### config.mk
export PLATFORM = sky130hd
export DESIGN_NAME = rvh_noc_local_inject
export DESIGN_NICKNAME = d
export VERILOG_FILES = /design/src/rtl/rvh_noc_pkg.sv /design/src/rtl/rvh_noc_inject_fifo.sv /design/src/rtl/rvh_noc_local_inject.sv
export SDC_FILE = /design/constraint.sdc
export NUM_CORES = 1
export LEC_CHECK = 0
export ABC_AREA = 1
export CAP_MARGIN = 15
export CORE_MARGIN = 2
export CORE_UTILIZATION = 45
export DETAILED_ROUTE_END_ITERATION = 10
export GPL_TIMING_DRIVEN = 0
export HOLD_SLACK_MARGIN = 0.05
export PLACE_DENSITY = 0.66
export SKIP_CTS_REPAIR_TIMING = 1
export SLEW_MARGIN = 20
export SYNTH_ARGS = -nofsm -noshare
export SYNTH_HDL_FRONTEND = slang
export SYNTH_SLANG_ARGS = --single-unit
### constraint.sdc
create_clock -name clk -period 4.1 [get_ports clk]
set_input_delay 1.23 -clock clk [delete_from_list [all_inputs] [get_ports clk]]
set_output_delay 1.23 -clock clk [all_outputs]
set_load 0.01 [all_outputs]
### src/rtl/rvh_noc_pkg.sv
// rtl/rvh_noc_pkg.sv - NoC shared types, sizes and the XY first-hop routing helper
package rvh_noc_pkg;

  localparam int NodeID_X_Width          = 2;
  localparam int NodeID_Y_Width          = 2;
  localparam int VC_ID_NUM_MAX_W         = 2;
  localparam int VC_DEPTH_MAX            = 2;
  localparam int LOCAL_INJECT_FIFO_DEPTH = 4;
  localparam int FLIT_DATA_W             = 32;

  // Port enum values double as the local-input VC id for N/S/E/W
  typedef enum logic [2:0] {
    N  = 3'd0,
    S  = 3'd1,
    E  = 3'd2,
    W  = 3'd3,
    L0 = 3'd4
  } io_port_t;

  typedef struct packed {
    logic [NodeID_X_Width-1:0] x_position;
    logic [NodeID_Y_Width-1:0] y_position;
  } node_id_t;

  typedef logic [FLIT_DATA_W-1:0] cache_scu_cc_test_t;

  typedef struct packed {
    logic [3:0]         qos_value;
    node_id_t           src_id;
    node_id_t           tgt_id;
    cache_scu_cc_test_t data;
  } flit_payload_t;

  typedef struct packed {
    logic     is_self;
    io_port_t port;
  } first_hop_t;

  // X-first dimension-order route; is_self marks a target equal to the current node
  function automatic first_hop_t xy_first_hop(input node_id_t cur, input node_id_t tgt);
    first_hop_t hop;
    hop.is_self = 1'b0;
    hop.port    = N;
    if (tgt.x_position > cur.x_position)      hop.port = E;
    else if (tgt.x_position < cur.x_position) hop.port = W;
    else if (tgt.y_position > cur.y_position) hop.port = N;
    else if (tgt.y_position < cur.y_position) hop.port = S;
    else                                      hop.is_self = 1'b1;
    return hop;
  endfunction

endpackage

### src/rtl/rvh_noc_inject_fifo.sv
// rtl/rvh_noc_inject_fifo.sv - small power-of-two payload FIFO with registered occupancy
module rvh_noc_inject_fifo #(
  parameter type T     = logic [7:0],
  parameter int  DEPTH = 4
) (
  input  logic clk,
  input  logic rst,
  input  logic push_i,
  input  T     push_data_i,
  input  logic pop_i,
  output logic full_o,
  output logic empty_o,
  output T     head_o
);

  localparam int PW = $clog2(DEPTH);
  localparam int CW = $clog2(DEPTH + 1);
  localparam logic [CW-1:0] LP_DEPTH = CW'(DEPTH);
  localparam logic [CW-1:0] LP_ONE   = CW'(1);
  localparam logic [PW-1:0] LP_PONE  = PW'(1);

  T              r_mem [DEPTH];
  logic [PW-1:0] r_wr_ptr;
  logic [PW-1:0] r_rd_ptr;
  logic [CW-1:0] r_count;
  logic          w_push;
  logic          w_pop;

  assign full_o  = (r_count == LP_DEPTH);
  assign empty_o = (r_count == '0);
  assign head_o  = r_mem[r_rd_ptr];
  assign w_push  = push_i && !full_o;
  assign w_pop   = pop_i && !empty_o;

  // Storage array carries no reset; only pointers and occupancy define validity
  always_ff @(posedge clk) begin
    if (w_push) begin
      r_mem[r_wr_ptr] <= push_data_i;
    end
  end

  // Pointers wrap naturally because DEPTH is a power of two
  always_ff @(posedge clk or posedge rst) begin
    if (rst) begin
      r_wr_ptr <= '0;
      r_rd_ptr <= '0;
      r_count  <= '0;
    end else begin
      if (w_push) r_wr_ptr <= r_wr_ptr + LP_PONE;
      if (w_pop)  r_rd_ptr <= r_rd_ptr + LP_PONE;
      if (w_push && !w_pop)      r_count <= r_count + LP_ONE;
      else if (w_pop && !w_push) r_count <= r_count - LP_ONE;
    end
  end

endmodule

### src/rtl/rvh_noc_local_inject.sv
// rtl/rvh_noc_local_inject.sv - device-to-router L0 injector with XY first hop and per-VC credits
module rvh_noc_local_inject
  import rvh_noc_pkg::*;
#(
  parameter int VC_NUM     = 4,
  parameter int VC_DEPTH   = VC_DEPTH_MAX,
  parameter int FIFO_DEPTH = LOCAL_INJECT_FIFO_DEPTH
) (
  input  logic                       clk,
  input  logic                       rst,
  input  node_id_t                   node_id_i,
  input  logic                       pld_vld_i,
  input  flit_payload_t              pld_i,
  output logic                       pld_rdy_o,
  output logic                       tx_flit_vld_o,
  output flit_payload_t              tx_flit_o,
  output logic [VC_ID_NUM_MAX_W-1:0] tx_vc_id_o,
  output io_port_t                   tx_look_ahead_routing_o,
  input  logic                       rx_lcrd_vld_i,
  input  logic [VC_ID_NUM_MAX_W-1:0] rx_lcrd_id_i,
  output logic                       drop_err_o
);

  localparam int CW = $clog2(VC_DEPTH + 1);
  localparam logic [CW-1:0] LP_FULL = CW'(VC_DEPTH);
  localparam logic [CW-1:0] LP_ONE  = CW'(1);

  logic                       w_fifo_full;
  logic                       w_fifo_empty;
  logic                       w_push;
  logic                       w_pop;
  flit_payload_t              w_head;
  first_hop_t                 w_hop;
  logic [VC_ID_NUM_MAX_W-1:0] w_head_vc;
  logic                       w_send;
  logic                       w_drop;
  logic                       w_lcrd_legal;
  logic [CW-1:0]              w_credit [VC_NUM];

  logic                       r_tx_vld;
  flit_payload_t              r_tx_flit;
  logic [VC_ID_NUM_MAX_W-1:0] r_tx_vc;
  io_port_t                   r_tx_route;
  logic                       r_drop;

  assign pld_rdy_o = !w_fifo_full;
  assign w_push    = pld_vld_i && !w_fifo_full;

  rvh_noc_inject_fifo #(
    .T     (flit_payload_t),
    .DEPTH (FIFO_DEPTH)
  ) u_fifo (
    .clk         (clk),
    .rst         (rst),
    .push_i      (w_push),
    .push_data_i (pld_i),
    .pop_i       (w_pop),
    .full_o      (w_fifo_full),
    .empty_o     (w_fifo_empty),
    .head_o      (w_head)
  );

  // Head routing: a self-targeted head is discarded, otherwise it waits for a credit on its VC
  assign w_hop     = xy_first_hop(node_id_i, w_head.tgt_id);
  assign w_head_vc = VC_ID_NUM_MAX_W'(w_hop.port);
  assign w_drop    = !w_fifo_empty && w_hop.is_self;
  assign w_send    = !w_fifo_empty && !w_hop.is_self && (w_credit[w_head_vc] != '0);
  assign w_pop     = w_send || w_drop;

  for (genvar g = 0; g < VC_NUM; g++) begin : g_credit
    logic          w_inc;
    logic          w_dec;
    logic [CW-1:0] r_cnt;
    assign w_inc       = rx_lcrd_vld_i && (rx_lcrd_id_i == VC_ID_NUM_MAX_W'(g));
    assign w_dec       = w_send && (w_head_vc == VC_ID_NUM_MAX_W'(g));
    assign w_credit[g] = r_cnt;
    // Credit counter: simultaneous return and consume cancel; an overflowing return saturates
    always_ff @(posedge clk or posedge rst) begin
      if (rst) begin
        r_cnt <= LP_FULL;
      end else if (w_inc && !w_dec && (r_cnt != LP_FULL)) begin
        r_cnt <= r_cnt + LP_ONE;
      end else if (w_dec && !w_inc) begin
        r_cnt <= r_cnt - LP_ONE;
      end
    end
  end

  assign w_lcrd_legal = (int'(rx_lcrd_id_i) < VC_NUM) &&
                        ((w_credit[rx_lcrd_id_i] != LP_FULL) ||
                         (w_send && (w_head_vc == rx_lcrd_id_i)));

  // Flag credit returns that would overflow a counter or name a nonexistent VC
  always_ff @(posedge clk) begin
    if (!rst && rx_lcrd_vld_i) begin
      assert (w_lcrd_legal);
    end
  end

  // Output register: flit, VC and look-ahead route launch together one cycle after the pop
  always_ff @(posedge clk or posedge rst) begin
    if (rst) begin
      r_tx_vld   <= 1'b0;
      r_tx_flit  <= '0;
      r_tx_vc    <= '0;
      r_tx_route <= N;
      r_drop     <= 1'b0;
    end else begin
      r_tx_vld <= w_send;
      r_drop   <= w_drop;
      if (w_send) begin
        r_tx_flit  <= w_head;
        r_tx_vc    <= w_head_vc;
        r_tx_route <= w_hop.port;
      end
    end
  end

  assign tx_flit_vld_o           = r_tx_vld;
  assign tx_flit_o               = r_tx_flit;
  assign tx_vc_id_o              = r_tx_vc;
  assign tx_look_ahead_routing_o = r_tx_route;
  assign drop_err_o              = r_drop;

endmodule

# Word-level counts from Yosys, hierarchy flattened
# Memory sizes are Yosys's and may differ from the RTL's.
# Cells that the tools add are included.
[totals] n_memories=1 regBits=66 mem_bits_rw=176 word_cells=121
[memory_table] name="u_fifo.r_mem" depth=4 width=44 rd=1 rd_clocked_by_memory_dff=0 wr=1 line_no="rvh_noc_inject_fifo.sv:22" text="T r_mem [DEPTH];"
[classes] n_reduce_logical=51 n_lt_le_gt_ge=5 n_mux=23 addsub=12 eq_ne=11 n_bitwise=1
[op_table] op="$logic_and A1 B1 Y1" count=28
[op_table] op="$mux W2" count=11
[op_table] op="$logic_not A1 Y1" count=13
[op_table] op="$add A2 B1 Y2 const B" count=6
[op_table] op="$reduce_bool A2 Y1" count=6
[op_table] op="$mux W3" count=3
[op_table] op="$eq A2 B2 Y1 const B" count=4
[op_table] op="$mux W1" count=8
[op_table] op="$ne A2 B2 Y1 const B" count=4
[op_table] op="$sub A2 B1 Y2 const B" count=4
[op_table] op="$bmux W2 S2" count=1
[op_table] op="$eq A2 B1 Y1 const B" count=2
[op_table] op="$gt A2 B2 Y1" count=2
[op_table] op="$logic_not A2 Y1" count=2
[op_table] op="$lt A2 B2 Y1" count=2
[op_table] op="$add A3 B1 Y3 const B" count=1
[op_table] op="$eq A3 B3 Y1 const B" count=1
[op_table] op="$ge A3 B3 Y1 const B" count=1
[op_table] op="$logic_not A3 Y1" count=1
[op_table] op="$not A2 Y3" count=1
[op_table] op="$sub A3 B1 Y3 const B" count=1
[op_table] op="$logic_or A1 B1 Y1" count=1

# Logic depth before layout (Yosys ltp)
# An unclocked memory read counts as a cell.
[logic_depth] ltp_word=17 ltp_mapped=26 ltp_nobuf=23

# Hierarchy
# From an unflattened synthesis, not the netlist that was laid out.
[unflattened] hier_cells=917 area_unflattened_um2=10124.7
[modules_own_cells] mod="rvh_noc_inject_fifo" cells_per_inst=575 area_per_inst_um2=7463.4 instances=1 seq_area_each_um2=5460.2
[modules_own_cells] mod="rvh_noc_local_inject" cells_per_inst=342 area_per_inst_um2=2661.3 instances=1 seq_area_each_um2=1406.3

# Worst setup path after synthesis
# No wires, ideal clock.
[synth_path] kind="input-to-reg" start="input pld_vld_i" end="memory u_fifo.r_mem[0][0] in the netlist's numbering, enable pin" cell_stages=2 arrival_time_ps=3223 path_slack_ps=432 path_cell_list="nand2_1 nor2_1"
[synth_via] elab_chain_cells=4
[synth_lines] element="from (decl)" line_no="rvh_noc_local_inject.sv:12" text="input logic pld_vld_i,"
[synth_lines] element="$logic_and A1 B1 Y1" line_no="rvh_noc_local_inject.sv:47" text="assign w_push = pld_vld_i && !w_fifo_full;"
[synth_lines] element="$logic_and A1 B1 Y1" line_no="rvh_noc_inject_fifo.sv:32" text="assign w_push = push_i && !full_o;"
[synth_lines] element="$mux W1" line_no="rvh_noc_inject_fifo.sv:37" text="if (w_push) begin"
[synth_lines] element="$mux W1 (implied by the code)" line_no="rvh_noc_inject_fifo.sv:38" text="r_mem[r_wr_ptr] <= push_data_i;"
[synth_lines] element="to (decl)" line_no="rvh_noc_inject_fifo.sv:22"
# Every way passes these cells.

# Worst setup path after layout
[layout_path] start="input node_id_i[1] in the netlist's numbering" end="register u_fifo.r_count[1]"
[layout_via] elab_chain_cells=16 word_cells_on_any_way=26 classes_between="order compare (2); mux (12); bitwise (1); reduce/logical (11)"
[layout_lines] element="from (decl)" line_no="rvh_noc_local_inject.sv:11" text="input node_id_t node_id_i,"
[layout_lines] element="$lt A2 B2 Y1" line_no="rvh_noc_pkg.sv:47" text="else if (tgt.y_position < cur.y_position) hop.port = S;"
[layout_lines] element="$mux W1" line_no="rvh_noc_pkg.sv:47"
[layout_lines] element="$mux W1" line_no="rvh_noc_pkg.sv:46" text="else if (tgt.y_position > cur.y_position) hop.port = N;"
[layout_lines] element="$mux W2" line_no="rvh_noc_pkg.sv:45" text="else if (tgt.x_position < cur.x_position) hop.port = W;"
[layout_lines] element="$mux W3" line_no="rvh_noc_pkg.sv:44" text="if (tgt.x_position > cur.x_position) hop.port = E;"
[layout_lines] element="$not A2 Y3 (implied by the code)" line_no="rvh_noc_local_inject.sv:67" text="assign w_send = !w_fifo_empty && !w_hop.is_self && (w_credit[w_head_vc] != '0);"
[layout_lines] element="$bmux W2 S2" line_no="rvh_noc_local_inject.sv:67"
[layout_lines] element="$mux W2 (implied by the code) (2 in a row)" line_no="rvh_noc_local_inject.sv:67"
[layout_lines] element="$reduce_bool A2 Y1" line_no="rvh_noc_local_inject.sv:67"
[layout_lines] element="$logic_and A1 B1 Y1" line_no="rvh_noc_local_inject.sv:67"
[layout_lines] element="$logic_or A1 B1 Y1 *" line_no="rvh_noc_local_inject.sv:68" text="assign w_pop = w_send || w_drop;"
[layout_lines] element="$logic_and A1 B1 Y1 *" line_no="rvh_noc_inject_fifo.sv:33" text="assign w_pop = pop_i && !empty_o;"
[layout_lines] element="$logic_not A1 Y1" line_no="rvh_noc_inject_fifo.sv:51" text="if (w_push && !w_pop) r_count <= r_count + LP_ONE;"
[layout_lines] element="$logic_and A1 B1 Y1" line_no="rvh_noc_inject_fifo.sv:51"
[layout_lines] element="$mux W3 / $reduce_bool A2 Y1 (equally long branches)"
[layout_lines] element="to (signal assigned)" line_no="rvh_noc_inject_fifo.sv:51"
[layout_lines] element="to (signal assigned)" line_no="rvh_noc_inject_fifo.sv:52" text="else if (w_pop && !w_push) r_count <= r_count - LP_ONE;"
[layout_lines] element="to (decl)" line_no="rvh_noc_inject_fifo.sv:25" text="logic [CW-1:0] r_count;"
# Mark *: on every way between the ends. The rest lies on a longest branch, timed or not. The select of a mux whose other input is x is not followed.
# A chain may end at the register's enable or synchronous reset.

==> metrics.md <==
| Metric | Value |
|---|---|
| Global Route met1 Usage | 0.2659 |
| Clk pwr share | 0.210 |
| Layout cells sized above 1 | 0.1017 |
| 1st-pass router iterations | 4 |
| Status | finished, final reports clean |
| GR peak layer | met2 |
| Die Ht | between 100 and 150 um |
| Largest cells by area after synthesis | edfxtp_1 (55%), dfrtp_1 (15%), nor2_1 (8.3%) |
| Crit path max fanout | 10 |
| Cell breakdown of the critical path | clkdlybuf4s50_1 > inv_1 > ha_1 > nand2_1 > nand2_2 > nand2_2 > nand2_2 > nand2_1 > nand3_1 > nand2_1 > inv_2 > nand2_4 > nand2_2 > inv_4 > buf_6 > nor2_4 > ha_1 > inv_1 > fa_1 > mux2_2 |
| Filler Cell Count | roughly 1700 |
| I/O pins | about 110 |
| Crit path DAT | around 4.3 ns |
| Int Power | 6.751 mW |
| Slew Limit Fails | 0 |
| Die ar. | 22360 um^2 |
| Clock Sinks | around 240 |
| Critical path capture point type | register |
| GRT Total Usage | 0.1980 |
| Commonest cells in the netlist | nor2_1 (210), edfxtp_1 (176), o21ai_0 (90) |
| DRC Markers | 0 |
| Seq pwr share | 0.338 |
| Top FF cell, synth | edfxtp_1 |
| First-pass GRT wire length | 33820 um |
| Final clock skew | between 0.01 and 0.015 ns |
| Clock Tree Buf Depth | 3 |
| Worst r2r dst | u_fifo.r_count[1]$_DFFE_PP0P_ |
| CP required | roughly 4.5 ns |
| Antenna violations before repair | 1 |
| Fin Setup TNS | 0 ns |
| Final nets | 1009 |
| Worst rel slew slack | 0.4323 |
| Synthesized area per cell | between 10 and 15 um^2 |
| Synth-to-Final Area Change | 26.69% |
| Slowest-stage cell, CP | clkdlybuf4s50_1 |
| Min-Delay Startpoint | tx_flit_o[35]$_DFFE_PP0N_ |
| Minimum clock period | ~3.9 ns |
| IO buf count | ~100 |
| Synth top area share | 0.5546 |
| Die X | 149.5 um |
| Unrepaired setup endpoints after global routing | false |
| Final Setup Violations | 0 |
| Hold Path End | tx_flit_o[35]$_DFFE_PP0N_ |
| Final Hold Viols | 0 |
| Yosys top cell by area | edfxtp_1 |
| Family with the most delay on the worst path | buffers and inverters |
| Flops & latches, synth | ~240 |
| CTS tree | yes |
| Psw | 4.245 mW |
| Overall routed net length | around 22000 um |
| Syn_nets | approximately 870 |
| Starting Density | 0.4562 |
| Reg clk slew, reported paths | about 0.060 ns |
| Sw Share | 0.3861 |
| Tot Pwr | between 10 and 15 mW |
| Overflow after GRT | 0 |
| H-tree depth | 1 |
| WP buf/inv | 6 |
| Largest net degree at the start of global routing | 38 |
| Row count | 53 |
| Worst hold path type | reg2reg |
| Hold slack | approximately 0.47 ns |
| Leakage Power | approximately 4.5 nW |
| Core area | between 20000 and 25000 um^2 |
| Fin crit share | 0.9499 |
| Wire per inst | around 18 um |
| CP dominant cell by count | nand2_2 |
| Worst R2R Path Depth | 22 |
| CTS buffer count | 25 |
| Peak Freq | ~260 MHz |
| Mapped Area | approximately 9500 um^2 |
| CP startpoint kind | input port |
| Max cap viols | 0 |
| Met2 usage | 0.3406 |
| Vias in the first global route | between 6000 and 7000 |
| Vias post-DR | ~6300 |
| Crit Path Class | in2reg |
| Drt initial violations | around 340 |
| Root buffer cell | clkbuf_16 |
| Diode count | 0 |
| Worst slew pin tran | around 0.85 ns |
| Warning count from the yosys run | 0 |
| RR Startpoint | u_fifo.r_rd_ptr[0]$_DFFE_PP0P_ |
| Cells after Synth | around 800 |
| Post-synthesis sequential area ratio | 0.7206 |
| Post-synth EDFFs | 176 |
| DP HPWL | between 10000 and 15000 um |
| GPL Wtd Cong | between 0.7 and 0.8 |
| Most common cell in the netlist | nor2_1 |
| Worst-Skew Late Latency | between 0.5 and 0.6 ns |
| Unique masters post-synth | 32 |
| PD cells | 910.8 nW/um^2 |
| R2R setup slack | between 0.2 and 0.3 ns |
| Crit. path cell count | 20 |
| Via-to-Cell Ratio | around 5.1 |
| Hold path cells | 2 |
| Final core utilization | 0.5780 |
| Combinational share of power | 0.452 |
| Final ANT Viol Nets | 0 |
| Largest stage delay, worst path | ~0.47 ns |
| Async set or reset register ratio after synthesis | 0.2636 |
| Grt met3 use | 0.03445 |
| Peak supply drop | 0.0005397 V |
-- sequential cells by signal, summed over array words and instances, names as in the netlist --
| signal | flops |
|---|---|
| drop_err_o | 1 |
| g_credit.r_cnt | 8 |
| u_fifo.r_count | 3 |
| tx_flit_o | 44 |
| u_fifo.r_rd_ptr | 2 |
| u_fifo.r_wr_ptr | 2 |
| tx_flit_vld_o | 1 |
| u_fifo.r_mem | 176 |
| tx_vc_id_o | 2 |
-- layout make-up --
cell class,instances,area (um^2),share of cell area
Inverter,43,171.4,0.01420
Timing Repair Buffer,119,1311,0.1086
Multi-Input combinational cell,479,2313,0.1916
Tap cell,275,344.1,0.02850
Clock buffer,41,765.7,0.06343
Buffer,38,205.2,0.01700
Clock inverter,5,93.84,0.007773
Sequential cell,239,6868,0.5689
-- power groups by stage --
stage               registers, mW  logic (mW)  clock network, mW
global placement             3.78        4.74                  0
detailed placement           3.74        5.02                  0
floorplan                    3.80        3.03                  0
CTS                          3.70        5.02               2.35
global route                 3.79        5.56               2.44
finish                       3.72        4.97               2.31
-- layer usage --
layer  vias to the layer above  share of wire  wire length [um]
met4                         2          0.013               290
li1                       3064              -                 -
met5                         -        0.00051                11
met3                        29          0.052              1132
met2                       160           0.49             10660
met1                      3060           0.44              9628
-- worst max-delay path by stage --
stage / start / endpoint / slack, ns
4_1_cts: u_fifo.r_rd_ptr[0]$_DFFE_PP0P_ / u_fifo.r_count[1]$_DFFE_PP0P_ / -0.29
6_report: node_id_i[1] / u_fifo.r_count[1]$_DFFE_PP0P_ / 0.21
2_1_floorplan: pld_vld_i / u_fifo.r_mem[0][0]$_DFFE_PP_ / 0.43
3_3_place_gp: pld_vld_i / u_fifo.r_mem[3][17]$_DFFE_PP_ / -1.77
3_5_place_dp: node_id_i[1] / u_fifo.r_count[1]$_DFFE_PP0P_ / -0.35
5_1_grt: node_id_i[1] / u_fifo.r_count[1]$_DFFE_PP0P_ / 0.03
-- cells by family after synthesis --
family	after synthesis	share of synthesized area
buffers and inverters	85	0.03978
xor gates and xnor gates	6	0.005515
and+or+nand+nor	320	0.1376
AOI/OAI and AO/OA	141	0.08101
muxes	1	0.001182
other	1	0.0003935
adders and majority gates	10	0.01392
DFF	239	0.7206
-- through the flow --
step / instance area, um^2 / setup slack (ns) / cells
after floorplan: 9529 / 0.4316 / 803
after global placement: 10910 / -1.771 / 1182
after detailed placement: 11170 / -0.3521 / 1191
after CTS: 12030 / -0.2875 / 1237
after global routing: 12070 / 0.03024 / 1239
final: 12070 / 0.2054 / 1239
-- layout by cell type, fill, tap and decap left out, types with 2 or more instances in the layout --
| master | instances |
|---|---|
| a21oi_1 | 6 |
| a31oi_1 | 40 |
| a32o_1 | 2 |
| buf_1 | 4 |
| buf_12 | 3 |
| buf_16 | 6 |
| buf_2 | 5 |
| buf_4 | 9 |
| buf_6 | 5 |
| bufinv_16 | 2 |
| clkbuf_1 | 27 |
| clkbuf_16 | 25 |
| clkbuf_4 | 2 |
| clkbuf_8 | 8 |
| clkdlybuf4s50_1 | 104 |
| clkinv_2 | 2 |
| dfrtp_1 | 58 |
| dfstp_2 | 4 |
| edfxtp_1 | 176 |
| ha_1 | 9 |
| inv_1 | 36 |
| inv_2 | 3 |
| inv_4 | 2 |
| nand2_1 | 66 |
| nand2_2 | 6 |
| nand2_4 | 3 |
| nand3_1 | 19 |
| nand4_1 | 6 |
| nor2_1 | 206 |
| nor2_4 | 7 |
| nor3_1 | 6 |
| o21ai_0 | 90 |
| o22ai_1 | 2 |
| xnor2_1 | 2 |
| xor2_1 | 4 |
-- worst min-delay path, stage by stage, from the launching register on --
cell     delay [ns]
dfrtp_1        0.34
nand2_1        0.05
nand2_1        0.05
No activity file was read; power rests on OpenSTA's default activity.
